### src/rtl/slave_in_port.sv
// Receive side of a serial-bus slave port: handshake, LSB-first address/data
// deserialisation, and a single-cycle write/read strobe to local memory.
module slave_in_port #(
  parameter int ADDR_LEN = 12,
  parameter int DATA_LEN = 8
) (
  input  logic                clk,
  input  logic                reset,
  input  logic                master_valid,
  input  logic                write_en,
  input  logic                read_en,
  input  logic                rx_address,
  input  logic                rx_data,
  input  logic                mem_ready,
  input  logic                read_done,
  output logic                slave_ready,
  output logic [ADDR_LEN-1:0] mem_addr,
  output logic [DATA_LEN-1:0] mem_wdata,
  output logic                mem_wen,
  output logic                mem_ren,
  output logic                rx_done
);

  localparam int N  = (ADDR_LEN > DATA_LEN) ? ADDR_LEN : DATA_LEN;
  localparam int CW = $clog2(N + 1);
  localparam logic [CW-1:0] LAST_BIT = CW'(N - 1);

  localparam logic [1:0] IDLE      = 2'd0;
  localparam logic [1:0] RECEIVE   = 2'd1;
  localparam logic [1:0] COMMIT    = 2'd2;
  localparam logic [1:0] READ_WAIT = 2'd3;

  logic [1:0]    state;
  logic [1:0]    state_next;
  logic [CW-1:0] count;
  logic          is_write;
  logic          handshake;
  logic          capture;
  logic          last_capture;

  // Both streams shift in from the top; after N shifts bit i sits at index i,
  // so the N-1 stored bits plus the incoming bit form the complete word.
  logic [N-2:0]  addr_sr;
  logic [N-2:0]  data_sr;
  logic [N-1:0]  addr_next;
  logic [N-1:0]  data_next;

  assign addr_next    = {rx_address, addr_sr};
  assign data_next    = {rx_data, data_sr};
  assign handshake    = (state == IDLE) && master_valid && slave_ready && (write_en ^ read_en);
  assign capture      = handshake || ((state == RECEIVE) && master_valid);
  assign last_capture = (state == RECEIVE) && master_valid && (count == LAST_BIT);

  always_comb begin
    // NOTE: state_next gets a default before the case so no path leaves it unassigned (no latch).
    state_next = state;
    case (state)
      IDLE:      if (handshake) state_next = RECEIVE;
      RECEIVE: begin
        if (!master_valid)          state_next = IDLE;
        else if (count == LAST_BIT) state_next = COMMIT;
      end
      COMMIT:    state_next = is_write ? IDLE : READ_WAIT;
      READ_WAIT: if (read_done) state_next = IDLE;
      default:   state_next = IDLE;
    endcase
  end

  always_ff @(posedge clk or posedge reset) begin
    if (reset) begin
      state       <= IDLE;
      count       <= '0;
      is_write    <= 1'b0;
      addr_sr     <= '0;
      data_sr     <= '0;
      slave_ready <= 1'b0;
      mem_addr    <= '0;
      mem_wdata   <= '0;
      mem_wen     <= 1'b0;
      mem_ren     <= 1'b0;
      rx_done     <= 1'b0;
    end else begin
      // NOTE: non-blocking assignments here so every register samples the pre-edge values.
      state   <= state_next;
      mem_wen <= 1'b0;
      mem_ren <= 1'b0;
      rx_done <= 1'b0;

      // Ready is loaded on the very edge the block lands in IDLE, which allows
      // a back-to-back handshake one cycle after the commit cycle.
      slave_ready <= (state_next == IDLE) && mem_ready;

      if (capture) begin
        addr_sr <= addr_next[N-1:1];
        data_sr <= data_next[N-1:1];
      end

      if (handshake) begin
        is_write <= write_en;
        count    <= CW'(1);
      end else if (last_capture) begin
        count    <= '0;
        mem_addr <= addr_next[ADDR_LEN-1:0];
        rx_done  <= 1'b1;
        if (is_write) begin
          mem_wdata <= data_next[DATA_LEN-1:0];
          mem_wen   <= 1'b1;
        end else begin
          mem_ren   <= 1'b1;
        end
      end else if (capture) begin
        count <= count + 1'b1;
      end else if (state == RECEIVE) begin
        count <= '0;
      end
    end
  end

endmodule
### config.mk
export PLATFORM = sky130hd
export DESIGN_NAME = slave_in_port
export DESIGN_NICKNAME = d
export VERILOG_FILES = /design/src/rtl/slave_in_port.sv
export SDC_FILE = /design/constraint.sdc
export NUM_CORES = 1
export LEC_CHECK = 0
export ABC_CLOCK_PERIOD_IN_PS = 2100
export CAP_MARGIN = 10
export CORE_MARGIN = 4
export CORE_UTILIZATION = 40
export CTS_BUF_LIST = sky130_fd_sc_hd__clkbuf_16
export CTS_CLUSTER_SIZE = 10
export DETAILED_ROUTE_END_ITERATION = 6
export GPL_ROUTABILITY_DRIVEN = 0
export GPL_TIMING_DRIVEN = 0
export PLACE_DENSITY = 0.64
export SLEW_MARGIN = 20
export SYNTH_ARGS = -nofsm -noshare
export SYNTH_HDL_FRONTEND = slang
export SYNTH_SLANG_ARGS = --single-unit
### constraint.sdc
create_clock -name clk -period 2.1 [get_ports clk]
set_input_delay 0.63 -clock clk [delete_from_list [all_inputs] [get_ports clk]]
set_output_delay 0.63 -clock clk [all_outputs]
set_load 0.01 [all_outputs]
==> flow_summary.json <==
{
  "grt_pass1_vias": 1341,
  "crit_fanout": 10,
  "path_clk_slew_ns": 0.06,
  "wl_per_cell_um": 14.5,
  "layout_setup_ws_ns": 0.0929,
  "slew_headroom_pct": 64.6,
  "wl_met2_mm": 1.79,
  "cts_buffers": 5,
  "m1WireLength_mm": 1.72,
  "grt_max_degree": 30,
  "track_usage_pct": 12.6,
  "rows": 26,
  "crit_required_ns": 2.27,
  "area_growth_pct": 28.7,
  "netlist_area_sq_um": 2170,
  "intPower_mw": 2.01,
  "clkPwrFrac_pct": 28.8,
  "pre_cts_ws_ns": -0.414,
  "skew_ns": 0.00433,
  "tightest_slew_ns": 0.530,
  "synth_area_leaders": "dfrtp_1 61%, mux2_4 14%, mux2_2 9.9%, mux2_1 1.6%, buf_6 1.0%",
  "clk-insertion-delay-late_ns": 0.28,
  "slowest_delay_ns": 0.55,
  "status": "finished, final reports clean",
  "cts_tree": "built",
  "synth-seq-area-share_pct": 61.2,
  "hpwl_mm": 2.50,
  "grt_setup_unrepaired": "false",
  "multiInputGateArea_sq_um": 810,
  "drive_gt1_share_pct": 32.8,
  "cp_cell_sequence": "clkdlybuf4s50_1 -> nand3b_1 -> nor2_4 -> buf_4 -> mux2_2",
  "cts_hold_buf": 0,
  "core-area_sq_um": 5170,
  "power_leakage_nw": 1.32,
  "grt_pass1_wl_mm": 6.40,
  "register_area_sq_um": 1330,
  "seqPwrFrac_pct": 53.3,
  "start_util_pct": 41.9,
  "layout.cells.most_common": "dfrtp_1",
  "drtPass1Iterations": 4,
  "start_kind": "input port",
  "dieArea_sq_um": 6660,
  "comb_power_share_pct": 17.9,
  "critPathBufInv": 2,
  "finalSetupViolations": 0,
  "maxCapViolations": 0,
  "ys_types": 28,
  "sw_frac_of_total_pct": 24.1,
  "cts_buffer_depth": 2,
  "ir_drop_mv": 0.555,
  "postLayoutCoreUtil_pct": 53.9,
  "netlist_instances": 139,
  "die_x_um": 81.6,
  "fp.dieH_um": 81.6,
  "clockRootBuffer": "clkbuf_16",
  "htreeDepth": 2,
  "power.density_nw_per_um2": 949,
  "yosys_warnings": 0,
  "ios": 33,
  "p_switching_uw": 636,
  "hold_slack_ns": 0.507,
  "wl_met3_um": 173,
  "synth_nets": 149,
  "slew_viol_final": 0,
  "vias": 1267,
  "maxUsedRoutingLayer": "met4",
  "port_buffers": 32,
  "worstSetupPathType": "in -> reg",
  "wl_mm": 3.72,
  "yosysTopAreaCellShare_pct": 61.2,
  "grt_antenna_before_repair": 0,
  "min_period_over_period_pct": 95.6,
  "yosysTopAreaCell": "dfrtp_1",
  "cp-end-kind": "register",
  "max_freq_mhz": 498,
  "first_iter_violations": 62,
  "finalCriticalPeriod_ns": 2.01,
  "layout_common_cells": "53 x dfrtp_1, 30 x clkdlybuf4s50_1, 20 x mux2_4",
  "fillers": 433,
  "synth_area_per_cell_sq_um": 15.6,
  "vias_per_cell": 4.95,
  "antenna_cells": 0,
  "hold_class": "reg -> reg",
  "ys_ff_latch": 53,
  "finalNetCount": 195,
  "drc": 0,
  "antenna_left": 0,
  "hold_viol_final": 0,
  "crit_path_top_delay_cell": "clkdlybuf4s50_1",
  "grt-ovfl-total": 0,
  "crit_family": "buffers and inverters",
  "cts_sinks": 53,
  "cp.arrival_ns": 2.18
}
-- worst paths after layout --
check	start	cells past startpoint	slack, ns	to
max reg2reg	count[0]	5	0.40	mem_addr[4]
max in group asynchronous	reset	3	0.84	addr_sr[1]
max	master_valid	5	0.09	mem_addr[4]
min	mem_wdata[0]	1	0.51	mem_wdata[0]
min reg2reg	mem_wdata[0]	1	0.51	mem_wdata[0]
min in group asynchronous	reset	2	0.71	mem_wdata[1]
-- through the flow --
step	setup TNS (ns)	power [mW]	cells	instance area (sq um)
after global routing	0	2.79	256	2790
after floorplan	0	1.77	139	2170
after global placement	-50.97	1.86	241	2570
after detailed placement	-13.77	1.89	242	2590
after CTS	0	2.67	255	2780
final	0	2.64	256	2790
-- metal layers --
metal  vias up  global-route usage [%]
met3         5                    3.73
met1       645                    16.8
met5         -                       0
met4         0                    4.82
li1        589                       -
met2        28                    19.5
-- power by group through the flow --
stage	sequential, mW	clock, mW	combinational [mW]
final	1.41	0.762	0.472
after global routing	1.44	0.833	0.514
after CTS	1.41	0.784	0.477
after detailed placement	1.42	0	0.462
after global placement	1.42	0	0.445
after floorplan	1.37	0	0.396
-- flip-flops by register name, summed over array words and instances, names as in the netlist --
name / cells
addr_sr: 11
count: 4
data_sr: 11
is_write: 1
mem_addr: 12
mem_ren: 1
mem_wdata: 8
mem_wen: 1
rx_done: 1
slave_ready: 1
state: 2
-- synth_stat cells (all sizes together) --
cell type  number
a31oi           3
nor3            2
dfrtp          53
nand3           4
mux2           42
or4b            1
ha              1
nor3b           3
a21oi           2
and2b           1
buf             3
nand2           6
xor2            1
nor2b           1
nand3b          2
inv             3
o21ai           4
a21boi          1
mux2i           1
nand2b          2
nor2            2
o211ai          1
-- what timing repair did --
action,CTS,global route
pin swaps,3,0
setup endpoints to repair,28,17
gates resized for setup,5,0
cloned,1,0
setup buffers,4,1
-- area by class of cell --
cell class / count / area share, %
Buffer: 3 / 1.08
Clock buffer: 5 / 4.49
Clock inverter: 3 / 0.449
Inverter: 3 / 0.404
Multi-Input combinational cell: 80 / 29.1
Sequential cell: 53 / 47.6
Tap cell: 70 / 3.14
Timing Repair Buffer: 39 / 13.8
-- kinds of logic after synthesis --
group | Yosys count | synth area share [%]
buffers and inverters | 6 | 1.91
flip-flops | 53 | 61.2
adder cells (fa/ha/maj) | 1 | 0.578
XOR/XNOR | 1 | 0.404
AO/OA/AOI/OAI | 11 | 2.95
multiplexers | 43 | 25.8
AND/OR/NAND/NOR | 24 | 7.16
(Power assumes the default switching activity.)
==> edit 1, RTL diff (config.mk and constraints unchanged) <==
Reset style: synchronous (`reset`), changed in one clocked block.
--- a/src/rtl/slave_in_port.sv
+++ b/src/rtl/slave_in_port.sv
@@ -67,5 +67,5 @@
   end
 
-  always_ff @(posedge clk or posedge reset) begin
+  always_ff @(posedge clk) begin
     if (reset) begin
       state       <= IDLE;
Function: differs if reset is asserted again (counterexample within 4 cycles, from zero or initial values and one cycle with reset high); with reset held inactive, the same outputs for 10 cycles.
==> edit 1 against the original RTL <==
  * Core utilization down 1.7 points
  * Critical path depth unchanged
  * Routed wire length up 15%
  * Count of clock-buffer cells in the layout unchanged
  * Sequential cell count unchanged
  * Highest routed layer unchanged
  * Clock skew down 1.1 ps
  * Synthesized cell count up 51%
  * Design area down 3.7%
  * Worst setup slack better by 3.7 ps
  * Sequential share of layout area down 8.0 points
  * Synthesized area down 1.4%
Power is not compared: it rests on default switching activity, and its combinational part moved more than twofold at a synthesized area within 25%.
==> edit 1: results (changes against the original RTL) <==
status = finished clean
YS warnings = 0 (unchanged)
sequential share of the synthesized area = 0.497 (-0.116)
Clock Path Buffers = 2 (unchanged)
Yosys cell types = 31 (+11%)
largest net degree at the start of global routing = 16 (-47%)
Synth area leader = dfxtp_1
worst skew pair latency = 290 ps
synth cell count leaders = 53 x dfxtp_1, 34 x nand2b_1, 31 x mux2i_1
fillcell total = 515 (+19%)
post-synth net total = 220 (+48%)
H-tree Lvls = 2 (unchanged)
drt first-iter violations = 109 (+76%)
Max Clock Skew = 3.28 ps (-1.05 ps)
drt first pass iters = 5 (+1)
wire per inst = 13.4 µm (-8.0%)
half-perimeter wire length after placement = 3080 µm (+23%)
CTS buffer count = 5 (unchanged)
share of layout cells above drive strength 1 = 0.0680 (-0.260)
Reg clk slew, reported paths = 60 ps (about the same)
final net count = 259 (+33%)
initial antenna violation count = 0 (unchanged)
worst-path fanout max = 10 (unchanged)
slowest stage cell, crit path = clkdlybuf4s50_1
Max rail drop VDD = 0.318 mV
biggest regs = mem_addr (12), addr_sr (11), data_sr (11)
Worst Path Arrival = 2220 ps (+40 ps)
worst hold path class = reg2reg
total negative slack = 0 ps (unchanged)
Async S/R FF share, synth = 0 (-1.00)
Tightest Pin Transition = 456 ps (-74.1 ps)
hold path cells = 2 (+1)
diodes inserted = 0 (unchanged)
Vias = 1586 (+25%)
largest stage delay on the critical path = 490 ps (-60 ps)
clk root buf = clkbuf_16
first-pass GRT wire length = 7260 µm (+13%)
FF-to-FF path depth = 6 (+1)
Port Buffers = 32 (unchanged)
largest cells by area after synthesis = dfxtp_1 50%, mux2i_1 15%, nand2b_1 10%
Total GRT Usage = 0.143 (+0.0163)
leakage = 1.01 nW
==> edit 1: changes by cell type after synthesis, moves of 3 or more <==
cell	change
nand3_1	+12
dfrtp_1	-53
mux2_2	-19
o21ai_0	+10
mux2i_1	+30
a21oi_1	+13
mux2_1	-3
clkbuf_1	+7
nand2b_1	+32
mux2_4	-20
dfxtp_1	+53
==> edit 1: layout make-up <==
class | instances | area, µm² | share of cell area
Clock inverter | 3 | 12.5 | 0.00466
Timing Repair Buffer | 32 | 320 | 0.119
Sequential cell | 53 | 1060 | 0.396
Buffer | 14 | 82.6 | 0.0308
Multi-Input combinational cell | 142 | 990 | 0.369
Inverter | 1 | 3.75 | 0.00140
Clock buffer | 5 | 125 | 0.0466
Tap cell | 70 | 87.6 | 0.0326
==> edit 1: metrics by stage <==
step                power [W]  cells  hold WS, ps  area (µm²)  setup slack (ps)
floorplan             0.00110    210          444        2140               516
global placement      0.00114    312          462        2540              -196
detailed placement    0.00114    312          464        2540              -222
CTS                   0.00191    320          474        2680              74.2
global route          0.00196    320          494        2680              38.0
finish                0.00189    320          471        2680              96.7
==> edit 1: path summary, 6_finish.rpt <==
kind | start | end | slack [ps]
worst max-delay path | write_en | addr_sr[4] | 100
worst min-delay path | addr_sr[2] | mem_addr[2] | 470
worst max register to register | count[0] | mem_wdata[5] | 380
worst min register to register | addr_sr[2] | mem_addr[2] | 470
==> edit 1: routing by layer <==
metal	share of wire	GRT usage
met1	0.49	0.179
met2	0.46	0.237
met3	0.036	0.0421
met4	0.011	0.0405
met5	0	0
==> edit 1: report_power, final <==
part / internal [W] / leakage (nW) / switching [W] / total (W)
combinational: 0.0000495 / 0.514 / 0.0000477 / 0.0000972
sequential: 0.00101 / 0.427 / 0.00000736 / 0.00102
clock: 0.000432 / 0.0687 / 0.000344 / 0.000775
==> edit 1: critical path, delay by kind of cell <==
family | cells | cell delay (ps)
xor gates and xnor gates | 1 | 250
buffers and inverters | 2 | 720
muxes | 1 | 200
AOI/OAI and AO/OA | 1 | 400
==> edit 1: cell families after synthesis <==
group,Yosys count,synth area share
simple gates,72,0.202
flops,53,0.497
compound gates,37,0.103
mux,31,0.145
buf+inv,15,0.0398
xor+xnor,1,0.00762
fa+ha+maj,1,0.00586
==> edit 1: timing repair <==
item                                    in CTS  in global routing
resized for setup                            0                  1
setup buffers                                0                  0
endpoints found under the setup margin       0                 10
==> edit 2, RTL diff (same settings) <==
Without the edit above. Set the parameter `DATA_LEN` to 16 (it was 8).
--- a/src/rtl/slave_in_port.sv
+++ b/src/rtl/slave_in_port.sv
@@ -3,5 +3,5 @@
 module slave_in_port #(
   parameter int ADDR_LEN = 12,
-  parameter int DATA_LEN = 8
+  parameter int DATA_LEN = 16
 ) (
   input  logic                clk,
Ports: changed (resized mem_wdata); port bits go from 33 to 41. The function was not compared with the original's and may differ.
==> edit 2 against the original RTL <==
  * Largest cell class unchanged
  * Via count up 34%
  * Fmax up 0.66%
  * Critical path depth up 2
  * Clock skew about the same
  * Critical path type unchanged
  * Synthesized area up 28%
  * Routed wire length up 35%
  * Sequential power up 27%
  * Total power up 38%
  * Worst setup slack better by 13 ps
  * Sequential cell count up 17
  * Design area up 33%
==> edit 2: results (changes against the original RTL) <==
Vias = 1695 (+34%)
fillcell total = 576 (+33%)
Max rail drop VDD = 0.542 mV (-2.5%)
largest net degree at the start of global routing = 34 (+13%)
Worst Path Arrival = 2200 ps (+20 ps)
Max Clock Skew = 4.01 ps (-0.320 ps)
share of layout cells above drive strength 1 = 0.287 (-0.0412)
comb_multi_in = 122 (+53%)
diodes inserted = 0 (unchanged)
sequential share of cell area = 0.474 (-0.00188)
dpl ws = -356 ps (+57.7 ps)
dpl cell area = 3320 µm² (+28%)
Signal inverters = 5 (+2)
slowest stage cell, crit path = clkdlybuf4s50_1
synth cell count leaders = 70 x dfrtp_1, 41 x nand2_1, 34 x mux2_2
Placed Cells = 326 (+35%)
Reg clk slew, reported paths = 50 ps
fin cells = 345 (+35%)
Top delay family on crit path = buffers and inverters
routed wire length = 5020 µm (+35%)
sequential share of the synthesized area = 0.630 (+0.0180)
drt first pass iters = 4 (unchanged)
Synth Area in Adders = 0.00900 (+0.00323)
final net count = 272 (+39%)
Syn Inst Count = 204 (+47%)
Port Buffers = 40 (+25%)
Non-clock buffers, area share = 0.149 (about the same)
leakage = 1.81 nW (+38%)
post-synthesis compound-gate area fraction = 0.0297 (+0.000254)
H-tree Lvls = 3 (+1)
Total GRT Usage = 0.128 (+0.00132)
post-synthesis register bit count = 70 (+32%)
largest stage delay on the critical path = 540 ps
first-pass GRT wire length = 8270 µm (+29%)
biggest regs = mem_wdata (16), addr_sr (15), data_sr (15)
XOR/XNOR Fraction of Synth Area = 0.00315 (-0.000892)
worst-path fanout max = 10 (unchanged)
Slew HR = 0.668 (+0.0212)
worst skew pair latency = 320 ps (+40 ps)
Die Wd = 91.4 µm (+12%)
CTS buffer count = 9 (+4)
YS warnings = 0 (unchanged)
status = finished clean
drt first-iter violations = 40 (-35%)
initial antenna violation count = 0 (unchanged)
half-perimeter wire length after placement = 3310 µm (+32%)
largest cells by area after synthesis = dfrtp_1 63%, mux2_2 14%, nand2_1 5.5%
Clock Network Area Fraction = 0.0759 (+0.0265)
main combinational cell family by area after synthesis = multiplexers
worst hold path class = reg2reg
Core Util, Final = 0.547 (+0.00815)
Clock Path Buffers = 2 (unchanged)
Non-clk bufs = 53 (+26%)
multi-input gate share of total cell area = 0.268 (-0.0230)
Yosys cell types = 33 (+18%)
post-synth net total = 215 (+44%)
clk root buf = clkbuf_16
post-synthesis mux area share = 0.202 (-0.0555)
Async S/R FF share, synth = 1.00 (unchanged)
[edit 2: cell types whose count changed after synthesis, sizes merged, moves of 3 or more]
cell and delta:
buf +3, mux2 +4, o21ai +3, nand2 +36, dfrtp +17
[edit 2: metal layers]
metal	global-route usage	wire length, µm	part of all wire	up-vias
li1	-	-	-	809
met1	0.172	2390	0.48	839
met2	0.188	2320	0.46	37
met3	0.0265	177	0.035	10
met4	0.0791	136	0.027	0
met5	0	0	0	-
[edit 2: worst reg2reg max path: stages (launching register included)]
cell	delay (ps)
dfrtp_1	420
ha_1	240
and3_1	190
ha_1	230
nand3_4	140
inv_4	70
nand2_8	110
buf_8	160
mux2_4	310
[edit 2: final timing paths]
path	startpoint	depth (start not counted)	slack [ps]	to
worst min-delay path	addr_sr[0]	2	460	mem_addr[0]
worst min register to register	addr_sr[0]	2	460	mem_addr[0]
max in group asynchronous	reset	4	840	mem_addr[6]
min in group asynchronous	reset	2	600	is_write
worst max register to register	count[0]	8	120	mem_wdata[1]
worst max-delay path	master_valid	7	110	mem_wdata[1]
[edit 2: report_power, final]
| part | switching (W) | internal (W) | total, W | leakage (nW) |
|---|---|---|---|---|
| Sequential | 0.000184 | 0.00161 | 0.00179 | 0.935 |
| Clock | 0.000523 | 0.000898 | 0.00142 | 0.140 |
| Combinational | 0.000162 | 0.000285 | 0.000448 | 0.740 |
[edit 2: repair_timing]
| action | CTS | global route |
|---|---|---|
| resized for setup | 1 | 19 |
| buffers inserted | 0 | 1 |
| hold buffers | 0 | 0 |
| setup endpoints to repair | 30 | 39 |
| pin swaps | 0 | 1 |
| gates cloned | 0 | 3 |
